[src/rtl/seq_divider.sv]
// seq_divider: multi-cycle unsigned restoring divider, one quotient bit per
// clock MSB-first, with a start/busy/done handshake.
//
// state | meaning
// IDLE  | waiting for start
// CALC  | iterating one quotient bit per cycle (N cycles)
// DONE  | results just loaded; done pulses for this one cycle
module seq_divider #(
  parameter int N = 8,
  parameter int M = 4
) (
  input  logic         clk,
  input  logic         rst_n,
  input  logic         start,
  input  logic [N-1:0] dividend,
  input  logic [M-1:0] divisor,
  output logic         busy,
  output logic         done,
  output logic [N-1:0] quotient,
  output logic [M-1:0] remainder,
  output logic         div_by_zero
);

  localparam int CW = (N > 1) ? $clog2(N) : 1;

  typedef enum logic [1:0] {IDLE, CALC, DONE} state_t;

  state_t       state, state_nxt;
  logic         accept;
  logic         last_iter;
  logic [N-1:0] dvd_q;
  logic [M-1:0] dvs_q;
  logic [M:0]   prem;
  logic [N-1:0] quo_acc;
  logic [CW-1:0] cnt;

  logic [M:0]   shifted;
  logic [M:0]   diff;
  logic         ge;
  logic [M:0]   prem_nxt;
  logic [N-1:0] quo_nxt;

  // One restoring step: shift in the next dividend bit, trial-subtract.
  // The restored remainder is always below the divisor, so the (M+1)-bit
  // shifted value can never overflow the compare.
  always_comb begin
    shifted  = (prem << 1) | (M+1)'(dvd_q[N-1]);
    diff     = shifted - {1'b0, dvs_q};
    ge       = (shifted >= {1'b0, dvs_q});
    prem_nxt = ge ? diff : shifted;
    quo_nxt  = (quo_acc << 1) | N'(ge);
  end

  assign last_iter = (cnt == CW'(N - 1));

  // State register.
  always_ff @(posedge clk or negedge rst_n) begin
    if (!rst_n) state <= IDLE;
    else        state <= state_nxt;
  end

  // Next-state and handshake outputs; DONE accepts a new start like IDLE.
  always_comb begin
    state_nxt = state;
    busy      = 1'b0;
    done      = 1'b0;
    accept    = 1'b0;
    case (state)
      IDLE: begin
        accept = start;
        if (start) state_nxt = (divisor == '0) ? DONE : CALC;
      end
      CALC: begin
        busy = 1'b1;
        if (last_iter) state_nxt = DONE;
      end
      DONE: begin
        done   = 1'b1;
        accept = start;
        if (start) state_nxt = (divisor == '0) ? DONE : CALC;
        else       state_nxt = IDLE;
      end
      default: state_nxt = IDLE;
    endcase
  end

  // Operand capture, iteration and result loading.
  always_ff @(posedge clk or negedge rst_n) begin
    if (!rst_n) begin
      dvd_q       <= '0;
      dvs_q       <= '0;
      prem        <= '0;
      quo_acc     <= '0;
      cnt         <= '0;
      quotient    <= '0;
      remainder   <= '0;
      div_by_zero <= 1'b0;
    end else if (accept) begin
      if (divisor == '0) begin
        quotient    <= '1;
        remainder   <= '0;
        div_by_zero <= 1'b1;
      end else begin
        dvd_q   <= dividend;
        dvs_q   <= divisor;
        prem    <= '0;
        quo_acc <= '0;
        cnt     <= '0;
      end
    end else if (state == CALC) begin
      dvd_q   <= dvd_q << 1;
      prem    <= prem_nxt;
      quo_acc <= quo_nxt;
      cnt     <= cnt + 1'b1;
      if (last_iter) begin
        quotient    <= quo_nxt;
        remainder   <= prem_nxt[M-1:0];
        div_by_zero <= 1'b0;
      end
    end
  end

endmodule
[config.mk]
export PLATFORM = sky130hd
export DESIGN_NAME = seq_divider
export DESIGN_NICKNAME = d
export VERILOG_FILES = /design/src/rtl/seq_divider.sv
export SDC_FILE = /design/constraint.sdc
export NUM_CORES = 1
export LEC_CHECK = 0
export ABC_CLOCK_PERIOD_IN_PS = 5500
export CAP_MARGIN = 20
export CORE_MARGIN = 5
export CORE_UTILIZATION = 45
export DETAILED_ROUTE_END_ITERATION = 8
export PLACE_DENSITY = 0.78
export SLEW_MARGIN = 20
export SYNTH_ARGS = -nofsm -noshare
export SYNTH_HDL_FRONTEND = slang
export SYNTH_SLANG_ARGS = --single-unit
[constraint.sdc]
create_clock -name clk -period 5.5 [get_ports clk]
set_clock_uncertainty 0.15 [all_clocks]
set_input_delay 0.55 -clock clk [delete_from_list [all_inputs] [get_ports clk]]
set_output_delay 0.55 -clock clk [all_outputs]
set_load 0.05 [all_outputs]
# Word-level counts from Yosys, hierarchy flattened
# Cells that the tools add are included.
# Widths: inputs -> output; s select.
[op_classes]
addsub = 2
order_cmp = 1
eq_ne = 7
mux = 33
bitwise_logic = 3
n_reduce_logical = 9
[op_table]
columns = ["cell", "n"]
rows = [
  ["$mux 8", 7],
  ["$mux 4", 8],
  ["$mux 7", 3],
  ["$mux 3", 3],
  ["$mux 2", 4],
  ["$or 8x1->8", 1],
  ["$mux 1", 7],
  ["$ne 2x2->1 const B", 3],
  ["$pmux 2 s3", 1],
  ["$reduce_and 2->1", 3],
  ["$ge 5x4->1", 1],
  ["$or 5x1->5", 1],
  ["$logic_not 4->1", 1],
  ["$reduce_bool 2->1", 2],
  ["$sub 4x4->4", 1],
  ["$add 3x1->3 const B", 1],
  ["$eq 3x3->1 const B", 1],
  ["$reduce_and 3->1", 1],
  ["$eq 2x1->1 const B", 1],
  ["$eq 2x2->1 const B", 1],
  ["$logic_not 2->1", 1],
  ["$ne 2x1->1 const B", 1],
  ["$reduce_or 2->1", 1],
  ["$not 1->1", 1],
]
[word_totals]
reg_bits = 41
in_bits = 15
out_inout_bits = 15
word_cells = 64

# Depth between registers and ports, before layout
# Gate-level depths: netlist (run 1).
[logic_depth]
word_depth = 6
mapped_depth = 7
ltp_nobuf = 6

# Worst setup path after synthesis (run 1)
# Ideal clock, no wire load.
[synth_path]
path_kind = "flip-flop to flip-flop"
from = "register dvd_q[7]"
to = "register prem[0]"
setup_ns = 0.095
t_arrival_ns = 1.675
t_required_ns = 5.255
slack_ns = 3.580
path_stages_with_launch = 7
path_buffers = 0
synth_period_minus_slack_ns = 1.920
path_cell_list = "dfrtp_1 -> inv_1 -> ha_1 -> nand2b_1 -> a2111o_1 -> and3_1 -> o32ai_2"
[synth_via]
elab_chain_cells = 5
word_cells_on_any_way = 6
classes_between = "1 x add/sub; 1 x order compare; 3 x mux; 1 x bitwise"
[synth_lines]
columns = ["item", "line_no", "text"]
rows = [
  ["start: declaration", "31", "logic [N-1:0] dvd_q;"],
  ["start signal: assignment", "104", "dvd_q <= dividend;"],
  ["start signal: assignment", "111", "dvd_q <= dvd_q << 1;"],
  ["$or 5x1->5 *", "47", "shifted = (prem << 1) | (M+1)'(dvd_q[N-1]);"],
  ["$sub 4x4->4 or $ge 5x4->1 (tied branches)", "48, 49", ""],
  ["$mux 4 *", "50", "prem_nxt = ge ? diff : shifted;"],
  ["$mux 4 *", "110", "end else if (state == CALC) begin"],
  ["$mux 4 *", "98", "end else if (accept) begin"],
  ["end signal: assignment", "112", "prem <= prem_nxt;"],
  ["end: declaration", "33", "logic [M:0] prem;"],
]
# Mark *: on every way between the ends. The rest lies on a longest branch, timed or not. The select of a mux whose other input is x is not followed.
# A chain may end at the register's enable or synchronous reset.

# Worst setup path in the final report (run 1)
[layout_path]
from = "register state[0]"
to = "output port busy"
[layout_via]
elab_chain_cells = 2
[layout_lines]
columns = ["item", "line_no", "text"]
rows = [
  ["start: declaration", "28", "state_t state, state_nxt;"],
  ["start signal: assignment", "59", "else state <= state_nxt;"],
  ["$eq 2x1->1", "68", "case (state)"],
  ["$mux 1", "68", ""],
  ["end: declaration", "17", "output logic busy,"],
]
# Every way passes these cells.

==> flow_summary_export.csv, run 1 <==
group,metric,value,unit
synth,synth.distinct_cells,38,
clock_tree,cts_setup_buffers,0,
placement,dp_cells,276,
synth,synthMuxAreaShare,1.62,%
layout,num-fill-cells,362,
die,rows,23,
clock_tree,cts_max_level,2,
synth,syn_nets,226,
worst_setup_path,path_cells,"nand2b_1 -> clkinv_1 -> clkdlybuf4s50_1",
worst_setup_path,cp_max_fo,19,
clock_tree,ctsResizeCount,0,
synth,syn_inst,204,
layout,synthToLayoutAreaGrowth,23.1,%
route,via_per_inst,5.30,
timing,fin_crit,3.18,ns
timing,maxSlewViolCount,0,
synth,synth_seq_cells,41,
layout,seq_area,0.00103,mm²
power_and_ir_drop,irDropWorstVdd,0.000247,V
global_route,grt_max_degree,42,
synth,synth_area_leaders,"dfrtp_1, nand2_1, o21ai_0",
clock_tree,clk_pin_slew,0.08,ns
worst_setup_path,cp_top_family,"buffers and inverters",
global_route,overflow,0,
clock_tree,numCtsBuffers,5,
synth,ys.warnings.count,0,
timing,final-hold-violation-count,0,
route,drt_iter0_markers,52,
layout,drive_gt1_share,8.55,%
layout,fin_util,58.2,%
synth,syn_area,0.00193,mm²
min_path,min_path_type,"primary input to asynchronous set/reset pin",
synth,synth_compound_gate_area_share,17.6,%
route,wl_per_cell,13.3,µm
die,initial_core_util,47.3,%
layout,final_cell_mix,"nand2_1, dfrtp_1, clkdlybuf4s50_1",
placement,place_area,0.00226,mm²
synth,synthAdderAreaFrac,4.92,%
synth,ys_seq_area_share,53.1,%
global_route,grt_first_pass_wirelength,6.72,mm
worst_setup_path,arrival,2.48,ns
layout,finalInstanceArea,0.00238,mm²
synth,synth_top_family_by_area,"simple AND/OR/NAND/NOR gates",
run_status,status,"complete, no violations",
die,die_h,75.5,µm
timing,tns,0,ns
worst_setup_path,slowest_delay,0.80,ns
route,num_vias,1506,
die,die_w,75.5,µm
timing,setup_viol,0,
layout,final_common_cell,"nand2_1",
timing,fmaxAchievable,315,MHz
placement,io_buffers,29,
worst_setup_path,start_kind,"flip-flop",
synth,yosys.area_share.simple,18.3,%
synth,synth-edff-count,0,
layout,fin_cells,284,
layout,multi_input_area,828,µm²
timing,holdWs,0.222,ns
clock_tree,clockBufferDepth,2,
route,drt.antenna.violating_nets,0,
synth,synth_top_area_cell,"dfrtp_1",
route,routed_wirelength,3.79,mm
clock_tree,root_buffer,"clkbuf_8",
timing,finalCritPeriodShare,57.7,%
power_and_ir_drop,p_leak,1.07,nW
timing,worst_pin_slew,0.891,ns
die,core_area,0.00409,mm²
timing,slew_headroom,40.6,%
route,drc_errors,0,
synth,synthArstFlopShare,100,%
worst_setup_path,crit_slowest_cell,"clkdlybuf4s50_1",
worst_setup_path,crit_buf_inv,2,
worst_setup_path,crit_required,4.80,ns
clock_tree,tritoncts,"done",
global_route,grt_pass1_vias,1462,
power_and_ir_drop,powerDensity,725,mW/mm²
synth,synth-main-ff-cell,"dfrtp_1",
synth,synth_area_per_cell,9.47,µm²
worst_setup_path,cp-end-kind,"primary output",
layout,antennaDiodeCount,0,
die,io_pins,30,
clock_tree,ctsHoldBuffers,0,
clock_tree,insertion_delay,0.30,ns
timing,rsz0062_at_grt,"no",
layout,nets,255,
die,die_area,0.00570,mm²
worst_setup_path,worstSetupPathType,"flip-flop to primary output",
global_route,grt_use_total,15.6,%
placement,hpwlAfterDp,2.76,mm
clock_tree,clock-sinks,41,
placement,gp_congestion,0.800,
global_route,antenna_found_initial,0,
job,maxCapViolCount,0,
synth,synth-xor-area-share,0.453,%
synth,yosysTopAreaCellShare,53.1,%
route,drtPass1Iterations,4,
[logic make-up (layout without fill, tap and decap cells)]
group / after synthesis / after routing
and+or+nand+nor: 81 / 81
adders and majority gates: 7 / 7
AOI/OAI and AO/OA: 51 / 51
buffers and inverters: 20 / 50
xor gates and xnor gates: 1 / 1
muxes: 3 / 3
DFF: 41 / 41
[through the flow]
step / worst slack (ns) / power [W]
2_1_floorplan: 3.58 / 0.00123
3_3_place_gp: 2.70 / 0.00145
6_report: 2.32 / 0.00172
4_1_cts: 2.31 / 0.00173
3_5_place_dp: 2.67 / 0.00148
5_1_grt: 2.19 / 0.00186
[routing by layer]
metal	track usage [%]	share of wire [%]
met5	0	0
met4	5.63	1.4
met3	4.09	6.3
met2	24.2	43
met1	21.2	49
[power by group]
| group | leakage, nW | switching, W | internal, W | total (W) |
|---|---|---|---|---|
| combinational | 0.510 | 0.000578 | 0.000356 | 0.000934 |
| clock | 0.0585 | 0.000102 | 0.000148 | 0.000250 |
| sequential | 0.501 | 0.0000869 | 0.000452 | 0.000539 |
| total | 1.07 | 0.000767 | 0.000956 | 0.00172 |
[registers in the layout, indices dropped and copies added (netlist names)]
| register | count |
|---|---|
| dvs_q | 4 |
| div_by_zero | 1 |
| state | 2 |
| quotient | 8 |
| remainder | 4 |
| dvd_q | 8 |
| prem | 4 |
| cnt | 3 |
| quo_acc | 7 |
[final timing paths]
kind / startpoint / end / slack, ns / cells after the start
max: state[0] / busy / 2.32 / 3
min: rst_n / dvs_q[2] / 0.22 / 1
max reg2reg: dvd_q[7] / prem[2] / 3.30 / 6
min reg2reg: quotient[6] / quotient[6] / 0.33 / 2
max in group asynchronous: rst_n / quo_acc[2] / 4.42 / 1
min in group clk: quotient[6] / quotient[6] / 0.33 / 2
[worst reg2reg max path, cell delays in order, from the launching register on]
cell       delay [ns]
dfrtp_1          0.38
inv_1            0.05
ha_1             0.30
nand2b_1         0.18
a2111oi_1        0.64
nor3_1           0.18
o31ai_1          0.22
[cell type report]
cell class / count / share of cell area, %
well taps: 50 / 2.63
clock buffers: 7 / 3.63
repair buffers: 32 / 12.9
multi-input cells: 143 / 34.8
clock inverters: 1 / 1.26
flip-flops and latches: 41 / 43.1
inverters: 10 / 1.58
[synthesized netlist by cell type, types with 2 or more instances]
library cell,n
a21oi_1,7
a31oi_1,8
and3_1,2
buf_2,2
clkbuf_1,7
dfrtp_1,41
ha_1,6
inv_1,9
mux2i_1,2
nand2_1,48
nand2b_1,3
nor2_1,17
nor2b_1,2
nor3_1,2
o21ai_0,20
o31ai_1,3
o31ai_2,2
o32ai_1,2
o32ai_2,2
No activity file was read; power rests on OpenSTA's default activity.
==> run 2: changes to the inputs <==
--- a/config.mk
+++ b/config.mk
@@ -5,12 +5,12 @@
 export SDC_FILE = /design/constraint.sdc
 export NUM_CORES = 1
 export LEC_CHECK = 0
-export ABC_CLOCK_PERIOD_IN_PS = 5500
+export ABC_CLOCK_PERIOD_IN_PS = 2600
 export CAP_MARGIN = 20
 export CORE_MARGIN = 5
 export CORE_UTILIZATION = 45
 export DETAILED_ROUTE_END_ITERATION = 8
-export PLACE_DENSITY = 0.78
+export PLACE_DENSITY = 0.8
 export SLEW_MARGIN = 20
 export SYNTH_ARGS = -nofsm -noshare
 export SYNTH_HDL_FRONTEND = slang
==> constraint.sdc (replaced) <==
create_clock -name clk -period 2.6 [get_ports clk]
set_clock_uncertainty 0.15 [all_clocks]
set_input_delay 0.26 -clock clk [delete_from_list [all_inputs] [get_ports clk]]
set_output_delay 0.26 -clock clk [all_outputs]
set_load 0.05 [all_outputs]
==> run 2 against run 1 <==
Combinational power grew 110%. Sequential power increased by 110%. Final cell count up 1.1%. Non-clock buffer count is 3 higher. Worst setup slack lost 1.8 ns. First-iteration DRC count grew 130%. Routed wire length up 2.2%. Sequential share of layout area grew 0.14 points. Critical path depth unchanged.
==> flow_summary_export.csv, run 2 (synthesized netlist as in run 1, its figures left out) <==
group,metric,value,unit
global_route,grt_first_pass_wirelength,6.68,mm
placement,dp_slack,0.346,ns
worst_setup_path,crit_slowest_cell,"dfrtp_1",
layout,fin_cells,287,
job,maxCapViolCount,0,
die,die_h,75.5,µm
worst_setup_path,endpoint,"busy",
power_and_ir_drop,p_leak,1.07,nW
layout,drive_gt1_share,10.1,%
worst_setup_path,cp_max_fo,11,
worst_setup_path,r2r_end,"prem[0]",
clock_tree,numCtsBuffers,5,
die,io_pins,30,
route,wl_per_cell,13.5,µm
power_and_ir_drop,powerDensity,1490,mW/mm²
clock_tree,clk_pin_slew,0.08,ns
timing,slew_headroom,41.0,%
route,drt.antenna.violating_nets,0,
worst_setup_path,rrSetupSlack,0.54,ns
die,die_area,0.00570,mm²
worst_setup_path,slowest_delay,0.44,ns
clock_tree,clockBufferDepth,2,
timing,fin_ws,0.499,ns
route,num_vias,1511,
timing,fin_crit,2.10,ns
timing,rsz0062_at_grt,"no",
die,initial_core_util,47.3,%
placement,dp_cells,278,
worst_setup_path,reg2reg_depth,6,
worst_setup_path,crit_required,2.19,ns
layout,final_common_cell,"nand2_1",
min_path,min_path_type,"flip-flop to flip-flop",
clock_tree,cts_setup_buffers,0,
worst_setup_path,arrival,1.69,ns
global_route,grt_pass1_vias,1468,
worst_setup_path,startpoint,"state[0]",
timing,worst_pin_slew,0.885,ns
clock_tree,root_buffer,"clkbuf_8",
power_and_ir_drop,finalPower,0.00354,W
die,core_area,0.00409,mm²
worst_setup_path,start_kind,"flip-flop",
worst_setup_path,path_cells,"nand2b_1 -> clkinv_1 -> buf_4",
global_route,antenna_found_initial,0,
placement,hpwlAfterDp,2.75,mm
timing,finalCritPeriodShare,80.8,%
layout,final_cell_mix,"nand2_1, dfrtp_1, clkdlybuf4s50_1",
worst_setup_path,cp-end-kind,"primary output",
route,drt_iter0_markers,118,
global_route,grt_max_degree,42,
layout,synthToLayoutAreaGrowth,22.7,%
layout,num-fill-cells,366,
placement,io_buffers,29,
route,via_per_inst,5.26,
worst_setup_path,reg2reg_from,"dvd_q[7]",
die,die_w,75.5,µm
clock_tree,clock-sinks,41,
placement,gp_congestion,0.805,
clock_tree,insertion_delay,0.30,ns
layout,nets,258,
timing,setup_viol,0,
global_route,overflow,0,
route,drc_errors,0,
clock_tree,ctsResizeCount,0,
global_route,grt_use_total,15.7,%
power_and_ir_drop,irDropWorstVdd,0.000616,V
clock_tree,tritoncts,"done",
route,drtPass1Iterations,4,
die,rows,23,
worst_setup_path,worstSetupPathType,"flip-flop to primary output",
timing,tns,0,ns
clock_tree,cts_max_level,2,
route,routed_wirelength,3.88,mm
timing,fmaxAchievable,476,MHz
layout,antennaDiodeCount,0,
min_path,worstHoldStart,"quotient[5]",
timing,final-hold-violation-count,0,
layout,reg_top3,"dvd_q (8), quotient (8), quo_acc (7)",
run_status,status,"complete, no violations",
timing,maxSlewViolCount,0,
## run 2: layout make-up
cell class	count	area (µm²)	area share (%)
multi-input combinational	143	828	34.9
clock buffer	5	68.8	2.90
timing repair buffer	35	330	13.9
clock inverter	3	17.5	0.739
tap	50	62.6	2.64
sequential	41	1030	43.3
inverter	10	37.5	1.58
## run 2: where the power goes
group | switching [W] | internal, W | total, W
Clock | 0.000224 | 0.000185 | 0.000409
Sequential | 0.000189 | 0.000956 | 0.00115
Combinational | 0.00122 | 0.000767 | 0.00199
Total | 0.00163 | 0.00191 | 0.00354
## run 2: metal layers
| layer | up-vias | GRT usage (%) | part of all wire [%] | wire, µm |
|---|---|---|---|---|
| met3 | 9 | 4.62 | 6.0 | 233 |
| met1 | 700 | 20.1 | 47 | 1810 |
| met4 | 0 | 6.80 | 2.0 | 79 |
| met5 | - | 0 | 0 | 0 |
| met2 | 38 | 24.6 | 45 | 1750 |
| li1 | 764 | - | - | - |
## run 2: worst max-delay path, delay by kind of cell, from the launching register on
family / cells / cell delay (ns)
simple gates: 1 / 0.33
flops: 1 / 0.44
buf+inv: 2 / 0.62
## run 2: how the worst min path moves through the flow
stage                  endpoint  slack, ns  cells after the start
finish              quotient[5]       0.33                      2
global placement       dvd_q[6]       0.28                      1
global route             cnt[0]       0.34                      1
floorplan                cnt[0]      -0.19                      0
CTS                      cnt[0]       0.34                      1
detailed placement     dvd_q[5]       0.28                      1
## run 2: repair_timing
item	4_1_cts	5_1_grt
hold endpoints to repair	41	0
hold buffers	1	0
endpoints found under the setup margin	0	0
## run 2: per-stage QoR
stage	hold WS [ns]	area (µm²)	util [%]
after floorplan	-0.186	1930	-
after global placement	0.280	2270	55.7
after detailed placement	0.285	2270	55.7
after CTS	0.337	2370	58.0
after global routing	0.341	2370	58.0
final	0.328	2370	58.0
==> run 3: changes to the inputs <==
--- a/config.mk
+++ b/config.mk
@@ -5,7 +5,7 @@
 export SDC_FILE = /design/constraint.sdc
 export NUM_CORES = 1
 export LEC_CHECK = 0
-export ABC_CLOCK_PERIOD_IN_PS = 2600
+export ABC_CLOCK_PERIOD_IN_PS = 1800
 export CAP_MARGIN = 20
 export CORE_MARGIN = 5
 export CORE_UTILIZATION = 45
==> constraint.sdc (replaced) <==
create_clock -name clk -period 1.8 [get_ports clk]
set_clock_uncertainty 0.15 [all_clocks]
set_input_delay 0.18 -clock clk [delete_from_list [all_inputs] [get_ports clk]]
set_output_delay 0.18 -clock clk [all_outputs]
set_load 0.05 [all_outputs]
==> run 3 against run 2 <==
The flow now finishes with violations (setup timing). Worst setup slack lost 0.69 ns. Clock power up 56%. Utilization is 9.6 points higher. Worst hold slack worse by 0.096 ns. Total power is 74% higher. Clock-buffer cell count did not move. Final cell count increased by 10%. Sequential cell count did not move.
==> flow_summary_export.csv, run 3 (synthesized netlist as in run 1, its figures left out) <==
group,metric,value,unit
run_status,status,"finished, violations left",
run_status,violations,"setup timing",
worst_setup_path,path_cells,"inv_1 -> ha_4 -> nand2b_4 -> a2111o_1 -> buf_4 -> a21oi_4 -> o31ai_1",
layout,reg_top3,"dvd_q (8), quotient (8), quo_acc (7)",
clock_tree,numCtsBuffers,5,
layout,final_cell_mix,"nand2_1, buf_4, dfrtp_1",
timing,slew_headroom,64.4,%
power_and_ir_drop,powerDensity,2230,mW/mm²
power_and_ir_drop,irDropWorstVdd,0.000909,V
die,die_h,75.5,µm
placement,io_buffers,29,
min_path,min_path_type,"primary input to asynchronous set/reset pin",
route,wl_per_cell,15.1,µm
worst_setup_path,cp_top_family,"compound AO/OA/AOI/OAI gates",
timing,fmaxAchievable,503,MHz
route,via_per_inst,5.39,
worst_setup_path,cp-end-kind,"flip-flop",
power_and_ir_drop,finalPower,0.00617,W
clock_tree,tritoncts,"done",
global_route,antenna_found_initial,0,
worst_setup_path,crit_required,1.85,ns
clock_tree,clockBufferDepth,2,
clock_tree,insertion_delay,0.31,ns
worst_setup_path,crit_buf_inv,2,
placement,gp_congestion,0.886,
global_route,grt_max_degree,24,
die,die_area,0.00570,mm²
clock_tree,cts_max_level,2,
global_route,grt_pass1_vias,1660,
die,rows,23,
layout,drive_gt1_share,34.6,%
layout,fin_util,67.7,%
die,die_w,75.5,µm
die,core_area,0.00409,mm²
timing,fin_crit,1.99,ns
layout,num-fill-cells,301,
worst_setup_path,crit_slowest_cell,"a2111o_1",
timing,fin_ws,-0.189,ns
placement,hpwlAfterDp,3.20,mm
clock_tree,root_buffer,"clkbuf_8",
worst_setup_path,worstSetupPathType,"flip-flop to flip-flop",
clock_tree,clk_pin_slew,0.09,ns
job,maxCapViolCount,0,
layout,synthToLayoutAreaGrowth,43.1,%
global_route,grt_first_pass_wirelength,7.76,mm
route,drc_errors,0,
timing,finalCritPeriodShare,111,%
timing,holdWs,0.232,ns
timing,worst_pin_slew,0.534,ns
timing,tns,-1.07,ns
global_route,grt_use_total,18.3,%
worst_setup_path,cp_max_fo,4,
route,drt.antenna.violating_nets,0,
route,num_vias,1704,
layout,antennaDiodeCount,0,
route,drtPass1Iterations,4,
die,io_pins,30,
worst_setup_path,start_kind,"flip-flop",
global_route,overflow,0,
clock_tree,clock-sinks,41,
timing,final-hold-violation-count,0,
die,initial_core_util,47.3,%
worst_setup_path,arrival,2.03,ns
timing,maxSlewViolCount,0,
timing,setup_viol,6,
layout,nets,287,
route,drt_iter0_markers,70,
timing,rsz0062_at_grt,"yes",
worst_setup_path,slowest_delay,0.47,ns
route,routed_wirelength,4.78,mm
power_and_ir_drop,p_leak,1.25,nW
## run 3: cell types whose count changed in the layout (fill, tap and decap cells not counted), moves of 5 or more
cell | previous run | this run
buf_4 | 6 | 43
ha_1 | 6 | 1
nand2_1 | 48 | 43
o21ai_0 | 20 | 15
nand2_2 | 0 | 5
buf_6 | 0 | 5
clkdlybuf4s50_1 | 27 | 13
## run 3: metrics by stage
| step | cell area (µm²) | cells | worst slack [ns] |
|---|---|---|---|
| after floorplan | 1960 | 204 | -0.0611 |
| after global placement | 2420 | 297 | -0.0951 |
| after detailed placement | 2420 | 297 | -0.217 |
| after CTS | 2610 | 312 | -0.186 |
| after global routing | 2770 | 316 | -0.246 |
| final | 2770 | 316 | -0.189 |
## run 3: area by class of cell
type,count,area (µm²),area share [%]
sequential,41,1030,37.1
multi-input combinational,143,1000,36.2
timing repair buffer,64,544,19.7
clock buffer,5,68.8,2.49
tap,50,62.6,2.26
inverter,10,38.8,1.40
clock inverter,3,25.0,0.905
## run 3: final timing paths
check | startpoint | endpoint | slack [ns] | depth (start not counted)
min in group clk | dividend[4] | dvd_q[4] | 0.27 | 3
max in group asynchronous | rst_n | dvs_q[0] | 0.70 | 3
hold reg to reg | quotient[4] | quotient[4] | 0.33 | 2
setup / recovery | dvd_q[7] | prem[2] | -0.19 | 7
hold / removal | rst_n | quo_acc[5] | 0.23 | 2
setup reg to reg | dvd_q[7] | prem[2] | -0.19 | 7
## run 3: what timing repair did
item                                    4_1_cts  5_1_grt
hold buffers                                  1        0
resized for setup                            11       30
cloned                                        2        1
endpoints found under the setup margin       17       18
hold endpoints to repair                     21        0
setup buffers                                 4        4
pin swaps                                     3       10
## run 3: power by group
part | internal [W] | total, W | switching [W]
logic | 0.00171 | 0.00386 | 0.00216
clock network | 0.000280 | 0.000638 | 0.000358
registers | 0.00138 | 0.00167 | 0.000288
## run 3: metal layers
metal	up-vias	global-route usage (%)	wire length [µm]
met5	-	0	0
met3	10	5.67	286
met2	50	29.4	2400
met1	821	22.8	2010
met4	0	7.57	82
li1	823	-	-
